`src/rtl/johnson_phase_decoder_if.sv`:
```
// Johnson phase decoder bus: sampled code in, decoded phase and status out.
// master drives the code stream, slave is the decoder.
interface johnson_phase_decoder_if;
  logic        in_valid;
  logic [7:0]  count_in;
  logic [3:0]  phase;
  logic [15:0] phase_onehot;
  logic        phase_valid;
  logic        lock;
  logic        fault;
  logic        illegal_pulse;
  logic        rev_pulse;
  logic [7:0]  rev_count;
  logic [7:0]  err_count;

  modport master (
    output in_valid,
    output count_in,
    input  phase,
    input  phase_onehot,
    input  phase_valid,
    input  lock,
    input  fault,
    input  illegal_pulse,
    input  rev_pulse,
    input  rev_count,
    input  err_count
  );

  modport slave (
    input  in_valid,
    input  count_in,
    output phase,
    output phase_onehot,
    output phase_valid,
    output lock,
    output fault,
    output illegal_pulse,
    output rev_pulse,
    output rev_count,
    output err_count
  );
endinterface

```
`src/rtl/johnson_phase_decoder.sv`:
```
// Decodes an 8-bit Johnson counter into a 0..15 phase and tracks
// lock, faults and completed revolutions of the upstream counter.
module johnson_phase_decoder #(
  parameter int LOCK_N = 3
) (
  input  logic clk,
  input  logic reset,
  johnson_phase_decoder_if.slave bus
);

  typedef enum logic [1:0] {
    IDLE,
    ACQUIRE,
    LOCKED,
    FAULT
  } state_t;

  state_t      state_q, state_d;
  logic [3:0]  good_q, good_d;
  logic [3:0]  prev_q, prev_d;
  logic [3:0]  phase_q, phase_d;
  logic [15:0] onehot_q, onehot_d;
  logic        pv_q, pv_d;
  logic        lock_q, lock_d;
  logic        fault_q, fault_d;
  logic        ill_q, ill_d;
  logic        revp_q, revp_d;
  logic [7:0]  revc_q, revc_d;
  logic [7:0]  errc_q, errc_d;

  logic        legal;
  logic [3:0]  idx;
  logic        step_ok;
  logic        wrap;
  logic        to_fault;
  logic [4:0]  good_inc;

  function automatic logic [7:0] code_of(input logic [3:0] k);
    logic [7:0] c;
    if (k <= 4'd8) c = ~(8'hFF << k);
    else           c = 8'hFF << (k - 4'd8);
    return c;
  endfunction

  always_comb begin
    legal = 1'b0;
    idx   = 4'd0;
    for (int k = 0; k < 16; k++) begin
      if (bus.count_in == code_of(4'(k))) begin
        legal = 1'b1;
        idx   = 4'(k);
      end
    end
  end

  assign step_ok  = legal && (idx == prev_q + 4'd1);
  assign wrap     = step_ok && (prev_q == 4'd15);
  assign good_inc = {1'b0, good_q} + 5'd1;

  always_comb begin
    state_d  = state_q;
    good_d   = good_q;
    prev_d   = prev_q;
    phase_d  = phase_q;
    onehot_d = '0;
    pv_d     = 1'b0;
    ill_d    = 1'b0;
    revp_d   = 1'b0;
    revc_d   = revc_q;
    errc_d   = errc_q;
    to_fault = 1'b0;

    if (bus.in_valid) begin
      if (legal) begin
        phase_d  = idx;
        prev_d   = idx;
        pv_d     = 1'b1;
        onehot_d = 16'h1 << idx;
      end else begin
        ill_d = 1'b1;
      end

      unique case (state_q)
        IDLE: begin
          if (legal) begin
            state_d = ACQUIRE;
            good_d  = 4'd0;
          end else begin
            to_fault = 1'b1;
          end
        end
        ACQUIRE: begin
          if (!legal) begin
            to_fault = 1'b1;
          end else if (step_ok) begin
            good_d = good_inc[3:0];
            if (good_inc >= 5'(LOCK_N)) state_d = LOCKED;
          end else begin
            good_d = 4'd0;
          end
        end
        LOCKED: begin
          if (step_ok) begin
            if (wrap) begin
              revp_d = 1'b1;
              revc_d = revc_q + 8'd1;
            end
          end else if (legal && idx == 4'd0) begin
            // upstream counter restarted: re-acquire without a fault
            state_d = ACQUIRE;
            good_d  = 4'd0;
          end else begin
            to_fault = 1'b1;
          end
        end
        FAULT: begin
          if (legal && idx == 4'd0) begin
            state_d = ACQUIRE;
            good_d  = 4'd0;
          end
        end
        default: state_d = IDLE;
      endcase

      if (to_fault) begin
        state_d = FAULT;
        if (errc_q != 8'hFF) errc_d = errc_q + 8'd1;
      end
    end

    lock_d  = (state_d == LOCKED);
    fault_d = (state_d == FAULT);
  end

  always_ff @(posedge clk or negedge reset) begin
    if (!reset) begin
      state_q  <= IDLE;
      good_q   <= '0;
      prev_q   <= '0;
      phase_q  <= '0;
      onehot_q <= '0;
      pv_q     <= 1'b0;
      lock_q   <= 1'b0;
      fault_q  <= 1'b0;
      ill_q    <= 1'b0;
      revp_q   <= 1'b0;
      revc_q   <= '0;
      errc_q   <= '0;
    end else begin
      state_q  <= state_d;
      good_q   <= good_d;
      prev_q   <= prev_d;
      phase_q  <= phase_d;
      onehot_q <= onehot_d;
      pv_q     <= pv_d;
      lock_q   <= lock_d;
      fault_q  <= fault_d;
      ill_q    <= ill_d;
      revp_q   <= revp_d;
      revc_q   <= revc_d;
      errc_q   <= errc_d;
    end
  end

  assign bus.phase         = phase_q;
  assign bus.phase_onehot  = onehot_q;
  assign bus.phase_valid   = pv_q;
  assign bus.lock          = lock_q;
  assign bus.fault         = fault_q;
  assign bus.illegal_pulse = ill_q;
  assign bus.rev_pulse     = revp_q;
  assign bus.rev_count     = revc_q;
  assign bus.err_count     = errc_q;

endmodule

```
`src/flat_wrapper.sv`:
```
// flat-port wrapper written by rule: the top's interface ports become plain ports
module johnson_phase_decoder_flat 
#(
  parameter int LOCK_N = 3
)
  (clk, reset, bus_in_valid, bus_count_in, bus_phase, bus_phase_onehot, bus_phase_valid, bus_lock, bus_fault, bus_illegal_pulse, bus_rev_pulse, bus_rev_count, bus_err_count);
  johnson_phase_decoder_if bus_i ();
  input  logic clk;
  input  logic reset;
  input wire logic [$bits(bus_i.in_valid)-1:0] bus_in_valid;
  input wire logic [$bits(bus_i.count_in)-1:0] bus_count_in;
  output wire logic [$bits(bus_i.phase)-1:0] bus_phase;
  output wire logic [$bits(bus_i.phase_onehot)-1:0] bus_phase_onehot;
  output wire logic [$bits(bus_i.phase_valid)-1:0] bus_phase_valid;
  output wire logic [$bits(bus_i.lock)-1:0] bus_lock;
  output wire logic [$bits(bus_i.fault)-1:0] bus_fault;
  output wire logic [$bits(bus_i.illegal_pulse)-1:0] bus_illegal_pulse;
  output wire logic [$bits(bus_i.rev_pulse)-1:0] bus_rev_pulse;
  output wire logic [$bits(bus_i.rev_count)-1:0] bus_rev_count;
  output wire logic [$bits(bus_i.err_count)-1:0] bus_err_count;
  assign bus_i.in_valid = bus_in_valid;
  assign bus_i.count_in = bus_count_in;
  assign bus_phase = bus_i.phase;
  assign bus_phase_onehot = bus_i.phase_onehot;
  assign bus_phase_valid = bus_i.phase_valid;
  assign bus_lock = bus_i.lock;
  assign bus_fault = bus_i.fault;
  assign bus_illegal_pulse = bus_i.illegal_pulse;
  assign bus_rev_pulse = bus_i.rev_pulse;
  assign bus_rev_count = bus_i.rev_count;
  assign bus_err_count = bus_i.err_count;
  johnson_phase_decoder #(.LOCK_N(LOCK_N)) u_core (.clk(clk), .reset(reset), .bus(bus_i));
endmodule
```
`config.mk`:
```
export PLATFORM = sky130hd
export DESIGN_NAME = johnson_phase_decoder_flat
export DESIGN_NICKNAME = d
export VERILOG_FILES = /design/src/rtl/johnson_phase_decoder_if.sv /design/src/rtl/johnson_phase_decoder.sv /design/src/flat_wrapper.sv
export SDC_FILE = /design/constraint.sdc
export NUM_CORES = 1
export LEC_CHECK = 0
export ABC_AREA = 1
export CORE_ASPECT_RATIO = 1.25
export CORE_MARGIN = 8
export CORE_UTILIZATION = 56
export DETAILED_ROUTE_END_ITERATION = 16
export PLACE_DENSITY = 0.91
export SLEW_MARGIN = 20
export SYNTH_ARGS = -nofsm -noshare
export SYNTH_HDL_FRONTEND = slang
export SYNTH_SLANG_ARGS = --single-unit
export TNS_END_PERCENT = 5
```
`constraint.sdc`:
```
create_clock -name clk -period 5.7 [get_ports clk]
set_clock_uncertainty 0.05 [all_clocks]
set_input_delay 0.57 -clock clk [delete_from_list [all_inputs] [get_ports clk]]
set_output_delay 0.57 -clock clk [all_outputs]
set_load 0.005 [all_outputs]
```
==> Word level (Yosys, flattened, before mapping) <==
Index checks and enable logic that the tools add are counted.
{ "totals": {"register_bits": 47, "inputBits": 11, "out_inout_bits": 41, "word_cells": 114} }
{ "classes": {"addsub": 4, "magnitude_cmp": 1, "eq_ne": 26, "shifts": 1, "mux": 60, "n_reduce_logical": 11} }
{ "op_table": {"columns": ["op", "count"], "rows": [
  ["8-bit equality test, second input constant", 8],
  ["4-bit 2-to-1 mux", 13],
  ["16-bit 2-to-1 mux", 2],
  ["1-bit 2-to-1 mux", 28],
  ["2-bit 2-to-1 mux", 10],
  ["8-bit by 1-bit adder with 8-bit output, second input constant", 2],
  ["4-bit case mux with 4 select lines", 1],
  ["1-bit by 4-bit left shift with 16-bit output, first input constant", 1],
  ["3-bit 2-to-1 mux", 4],
  ["2-bit equality test, second input constant", 4],
  ["8-bit by 1-bit equality test with 1-bit output, second input constant", 1],
  ["8-bit by 2-bit equality test with 1-bit output, second input constant", 1],
  ["8-bit by 3-bit equality test with 1-bit output, second input constant", 1],
  ["8-bit by 4-bit equality test with 1-bit output, second input constant", 1],
  ["8-bit by 5-bit equality test with 1-bit output, second input constant", 1],
  ["8-bit by 6-bit equality test with 1-bit output, second input constant", 1],
  ["8-bit by 7-bit equality test with 1-bit output, second input constant", 1],
  ["8-bit zero test", 1],
  ["8-bit != test, second input constant", 1],
  ["2-bit case mux with 4 select lines", 1],
  ["4-bit AND reduction", 2],
  ["4-bit by 1-bit adder with 5-bit output, second input constant", 1],
  ["5-bit by 2-bit greater-or-equal comparator with 1-bit output, second input constant", 1],
  ["4-bit by 1-bit adder with 4-bit output, second input constant", 1],
  ["12 further kinds", 15]
]} }

==> Logic depth before layout (Yosys ltp) <==
{ "logic_depth": {"word_depth": 25, "mapped_depth": 17, "mapped_depth_nobuf": 17} }

==> Worst setup path before layout <==
No wires, ideal clock.
{ "synth_timing": {"kind": "input port to flip-flop", "from": "in bus_count_in[1]", "to": "reg u_core.fault_q (netlist: u_core.bus.fault)", "setup_ns": 0.118, "arrival_time_ns": 1.946, "required_time_ns": 5.532, "slack_ns": 3.585, "path_stages": 16, "path_buffers": 0, "cell_sequence": "inv_1 > nand2_1 > nor2_2 > nand2_4 > nand2_4 > nor2_2 > nand2_1 > nand3_1 > nor2_2 > nand4_2 > nand2_2 > nand2_4 > nand2_1 > nand2_1 > nor2_2 > nor2_1"} }
{ "synth_via": {"elab_chain_len": 25, "elab_cells_between_ends": 65, "cone_classes": "eq/ne: 17; mux: 44; reduce/logical: 4"} }
{ "synth_rtl": {"columns": ["item", "line", "text"], "rows": [
  ["start, declared", "flat_wrapper.sv:11", "input wire logic [$bits(bus_i.count_in)-1:0] bus_count_in;"],
  ["8-bit by 1-bit equality test with 1-bit output / 8-bit zero test (equally long branches)", "johnson_phase_decoder.sv:49", "if (bus.count_in == code_of(4'(k))) begin"],
  ["1-bit 2-to-1 mux", "johnson_phase_decoder.sv:49", null],
  ["2-bit 2-to-1 mux / 1-bit 2-to-1 mux (equally long branches) (2 in a row)", "johnson_phase_decoder.sv:49", null],
  ["3-bit 2-to-1 mux / 1-bit 2-to-1 mux (equally long branches) (4 in a row)", "johnson_phase_decoder.sv:49", null],
  ["4-bit 2-to-1 mux / 1-bit 2-to-1 mux (equally long branches) (8 in a row)", "johnson_phase_decoder.sv:49", null],
  ["4-bit zero test / 1-bit 2-to-1 mux (equally long branches)", "johnson_phase_decoder.sv:108, johnson_phase_decoder.sv:117, johnson_phase_decoder.sv:49", null],
  ["1-bit logical AND", "johnson_phase_decoder.sv:108, johnson_phase_decoder.sv:117", null],
  ["1-bit 2-to-1 mux", "johnson_phase_decoder.sv:108", "end else if (legal && idx == 4'd0) begin"],
  ["1-bit 2-to-1 mux", "johnson_phase_decoder.sv:103", "if (step_ok) begin"],
  ["1-bit case mux with 2 select lines", "johnson_phase_decoder.sv:83", "unique case (state_q)"],
  ["1-bit 2-to-1 mux", "johnson_phase_decoder.sv:73", "if (bus.in_valid) begin"],
  ["2-bit 2-to-1 mux *", "johnson_phase_decoder.sv:125", "if (to_fault) begin"],
  ["2-bit 2-to-1 mux *", "johnson_phase_decoder.sv:73", null],
  ["2-bit equality test *", "johnson_phase_decoder.sv:132", "fault_d = (state_d == FAULT);"],
  ["net u_core.fault_d", "johnson_phase_decoder.sv:25", "logic fault_q, fault_d;"],
  ["end signal, assigned", "johnson_phase_decoder.sv:157", "fault_q <= fault_d;"],
  ["end, declared", "johnson_phase_decoder.sv:25", null]
]} }
Mark *: on every way through the listed nets, which the timed path passes. The rest lies on a longest branch. The select of a mux whose other input is x is not followed.
A chain may end at the register's enable or synchronous reset.

==> Final worst setup path <==
{ "layout_timing": {"from": "in bus_count_in[5]", "to": "reg u_core.onehot_q[2] (netlist: u_core.bus.phase_onehot[2])"} }
{ "layout_via": {"elab_chain_len": 19, "elab_cells_between_ends": 50, "cone_classes": "eq/ne: 15; shift: 1; mux: 33; reduce/logical: 1"} }
{ "layout_rtl": {"columns": ["item", "line", "text"], "rows": [
  ["8-bit by 1-bit equality test with 1-bit output / 8-bit zero test (equally long branches)", "johnson_phase_decoder.sv:49", null],
  ["1-bit 2-to-1 mux", "johnson_phase_decoder.sv:49", null],
  ["2-bit 2-to-1 mux / 1-bit 2-to-1 mux (equally long branches) (2 in a row)", "johnson_phase_decoder.sv:49", null],
  ["3-bit 2-to-1 mux / 1-bit 2-to-1 mux (equally long branches) (4 in a row)", "johnson_phase_decoder.sv:49", null],
  ["4-bit 2-to-1 mux / 1-bit 2-to-1 mux (equally long branches) (8 in a row)", "johnson_phase_decoder.sv:49", null],
  ["1-bit by 4-bit left shift with 16-bit output / 1-bit 2-to-1 mux (equally long branches)", "johnson_phase_decoder.sv:78, johnson_phase_decoder.sv:49", null],
  ["16-bit 2-to-1 mux *", "johnson_phase_decoder.sv:74", "if (legal) begin"],
  ["16-bit 2-to-1 mux *", "johnson_phase_decoder.sv:73", null],
  ["net u_core.onehot_d[2]", "johnson_phase_decoder.sv:22", "logic [15:0] onehot_q, onehot_d;"],
  ["end signal, assigned", "johnson_phase_decoder.sv:154", "onehot_q <= onehot_d;"],
  ["end, declared", "johnson_phase_decoder.sv:22", null]
]} }
Mark *: on every way through the listed nets, which the timed path passes. The rest lies on a longest branch.

==> impl_metrics.py <==
metrics = {
    "worst_setup_path": {
        "path_class": "in -> reg",
        "startpoint": "bus_count_in[5]",
        "worstPathCellList": "clkdlybuf4s50_1 > inv_2 > nand2_1 > nor2_1 > nand2_1 > o21ai_2 > nor2_1 > nand2_2 > inv_2 > nor2_1 > nand2_1 > nor3_1",
        "slowest_delay_ps": 540,
        "worstRegToRegCells": 11,
        "timing.rr.start": "u_core.bus.phase[0]",
        "crit_required_ps": 5850,
        "path_max_fanout": 11,
        "worstPathArrival_ps": 3040,
        "cp-start-kind": "input pin",
        "crit_path_end_kind": "register",
        "worst_path_max_delay_cell": "clkdlybuf4s50_1",
    },
    "clock_network": {
        "hold_buffers": 0,
        "htree_num_levels": 2,
        "postCtsSetupBuffers": 0,
        "cts_buffers": 5,
        "clk_latency_ps": 300,
        "cts_tree": "yes",
        "cts-resized-gates": 0,
        "cts_root_buf": "clkbuf_8",
        "clock-sinks": 47,
        "path_clk_slew_ps": 80,
        "cts.path.max_buffers": 2,
    },
    "sta": {
        "slew_headroom_pct": 58.2,
        "period_minus_slack_ps": 2890,
        "hold_violations": 0,
        "worst_pin_slew_ps": 624,
        "setup_tns_ps": 0,
        "period_share_pct": 50.7,
        "rsz0062_at_grt": "false",
        "final_max_slew_viol_count": 0,
        "timing.final.ws_setup_ps": 2810,
        "fmax_ghz": 0.346,
        "setup_viol": 0,
    },
    "pwr": {
        "p_leak_nw": 1.66,
        "switching_power_uw": 335,
        "p_int_uw": 616,
        "switching_share_pct": 35.2,
        "irDropWorstVdd_mv": 0.233,
        "p_comb_share_pct": 34.3,
        "seq_power_share_pct": 43.6,
        "p_total_uw": 951,
        "power.share.clock_pct": 22.1,
        "power.density_nw_per_um2": 284,
    },
    "synthesis": {
        "syn_nets": 349,
        "syn_avg_cell_area_um2": 8.08,
        "synth_top_cell_by_area": "dfrtp_1",
        "synth_sequential_area_ratio_pct": 43.7,
        "yosys_warnings": 0,
        "synth.cell_area_um2": 2690,
        "synth_area_leaders": "dfrtp_1 (44%), nand2_1 (9.1%), nor2_1 (5.7%)",
        "synth.top_cell.area_share_pct": 43.7,
        "synth-seq-cells": 47,
        "syn_inst": 333,
        "synthDistinctLibCells": 28,
    },
    "drt": {
        "drt-vias-per-instance": 5.22,
        "wl_per_cell_um": 13.5,
        "postRouteAntennaNets": 0,
        "drt_iter0_drc": 174,
        "finalWirelength_mm": 6.07,
        "drc": 0,
        "via_count": 2344,
        "firstDrtPassIters": 4,
    },
    "layout": {
        "syn2layout_area_growth_pct": 24.3,
        "mostFrequentLayoutCell": "nand2_1",
        "drive_gt1_share_pct": 14.4,
        "antenna_cells": 0,
        "fillers": 384,
        "finalNonFillerCells": 449,
        "fin_nets": 404,
        "layout_common_cells": "nand2_1 (65), clkdlybuf4s50_1 (50), dfrtp_1 (47)",
    },
    "placed_design": {
        "gp_congestion": 0.927,
        "dp.cells": 441,
        "dp_worst_setup_slack_ps": 2590,
        "place_hpwl_mm": 4.67,
        "port_buffers": 51,
    },
    "floorplanning": {
        "chipWidth_um": 78.0,
        "row_count": 28,
        "die-area_um2": 7290,
        "die_h_um": 93.5,
        "coreArea_um2": 4690,
        "initial_core_util_pct": 57.3,
        "ios": 52,
    },
    "grt": {
        "grt_overflow": 0,
        "grt_first_pass_wirelength_mm": 10.6,
        "grt_max_degree": 48,
        "grt_pass1_vias": 2431,
        "grt_usage_pct": 17.4,
        "antenna_found_initial": 0,
    },
    "min_path": {
        "min_path_type": "in -> async",
    },
    "run_status": {
        "outcome": "finished, final reports clean",
    },
    "job": {
        "max_cap_violations": 0,
    },
}
==> cells by family after synthesis <==
kind of cell / count (synthesis) / share of synthesized area (%)
simple gates: 185 / 34.5
xor+xnor: 17 / 5.53
buf+inv: 53 / 7.86
fa+ha+maj: 5 / 2.33
compound gates: 26 / 6.05
flops: 47 / 43.7
==> worst paths after layout <==
| path | end | slack (ps) |
|---|---|---|
| worst max-delay path | u_core.bus.phase_onehot[2] | 2810 |
| worst max register to register | u_core.good_q[1] | 3510 |
| max in group asynchronous | u_core.bus.fault | 5000 |
| worst min register to register | u_core.bus.rev_count[4] | 450 |
| min in group clk | u_core.bus.rev_count[4] | 450 |
| worst min-delay path | u_core.bus.phase_onehot[13] | 210 |
==> power groups by stage <==
stage                     clock network (mW)  registers [mW]  logic (mW)
after floorplan                            0           0.417       0.210
after global placement                     0           0.418       0.315
after detailed placement                   0           0.421       0.327
after CTS                              0.215           0.415       0.328
after global routing                   0.228           0.421       0.369
final                                  0.210           0.415       0.326
==> metal layers <==
metal | track usage (%) | vias up | routed length [um]
met5 | 0 | - | 0
met4 | 6.19 | 0 | 98
met3 | 4.51 | 8 | 402
met2 | 32.2 | 79 | 3140
met1 | 18.5 | 1090 | 2440
li1 | - | 1167 | -
==> cell type report <==
type / instances / area (um^2) / share of cell area [%]
Multi-Input combinational cell: 233 / 1300 / 38.9
Clock buffer: 7 / 86.3 / 2.58
Timing Repair Buffer: 51 / 508 / 15.2
Tap cell: 60 / 75.1 / 2.24
Clock inverter: 1 / 8.76 / 0.262
Inverter: 50 / 188 / 5.61
Sequential cell: 47 / 1180 / 35.2
==> stage by stage <==
stage,hold slack (ps),utilization [%],instance area (um^2)
floorplan,224,-,2690
global placement,428,69.2,3250
detailed placement,436,69.2,3250
CTS,427,71.2,3340
global route,262,71.2,3340
finish,211,71.2,3340
==> synth_stat cells <==
| cell | instances |
|---|---|
| a21oi_1 | 7 |
| buf_2 | 1 |
| buf_8 | 1 |
| clkbuf_1 | 1 |
| clkinv_1 | 1 |
| dfrtp_1 | 47 |
| ha_1 | 5 |
| inv_1 | 40 |
| inv_2 | 9 |
| nand2_1 | 65 |
| nand2_2 | 11 |
| nand2_4 | 4 |
| nand3_1 | 19 |
| nand3_2 | 4 |
| nand3_4 | 1 |
| nand4_1 | 9 |
| nand4_2 | 2 |
| nor2_1 | 41 |
| nor2_2 | 7 |
| nor2_4 | 1 |
| nor2_8 | 1 |
| nor3_1 | 14 |
| nor4_1 | 6 |
| o21ai_0 | 10 |
| o21ai_2 | 8 |
| o21bai_1 | 1 |
| xnor2_1 | 6 |
| xor2_1 | 11 |
==> critical path, delay by kind of cell <==
kind	cells	cell delay (ps)
buffers and inverters	3	720
AOI/OAI and AO/OA	1	120
and+or+nand+nor	8	1630
==> registers in the layout (all words and copies together) (netlist names), named ones only <==
signal,count
u_core.bus.lock,1
u_core.bus.fault,1
u_core.bus.phase_valid,1
u_core.state_q,1
u_core.bus.phase_onehot,16
u_core.good_q,4
u_core.bus.rev_count,8
u_core.bus.err_count,8
u_core.bus.illegal_pulse,1
u_core.bus.rev_pulse,1
u_core.bus.phase,4
No activity file was read; power rests on OpenSTA's default activity.
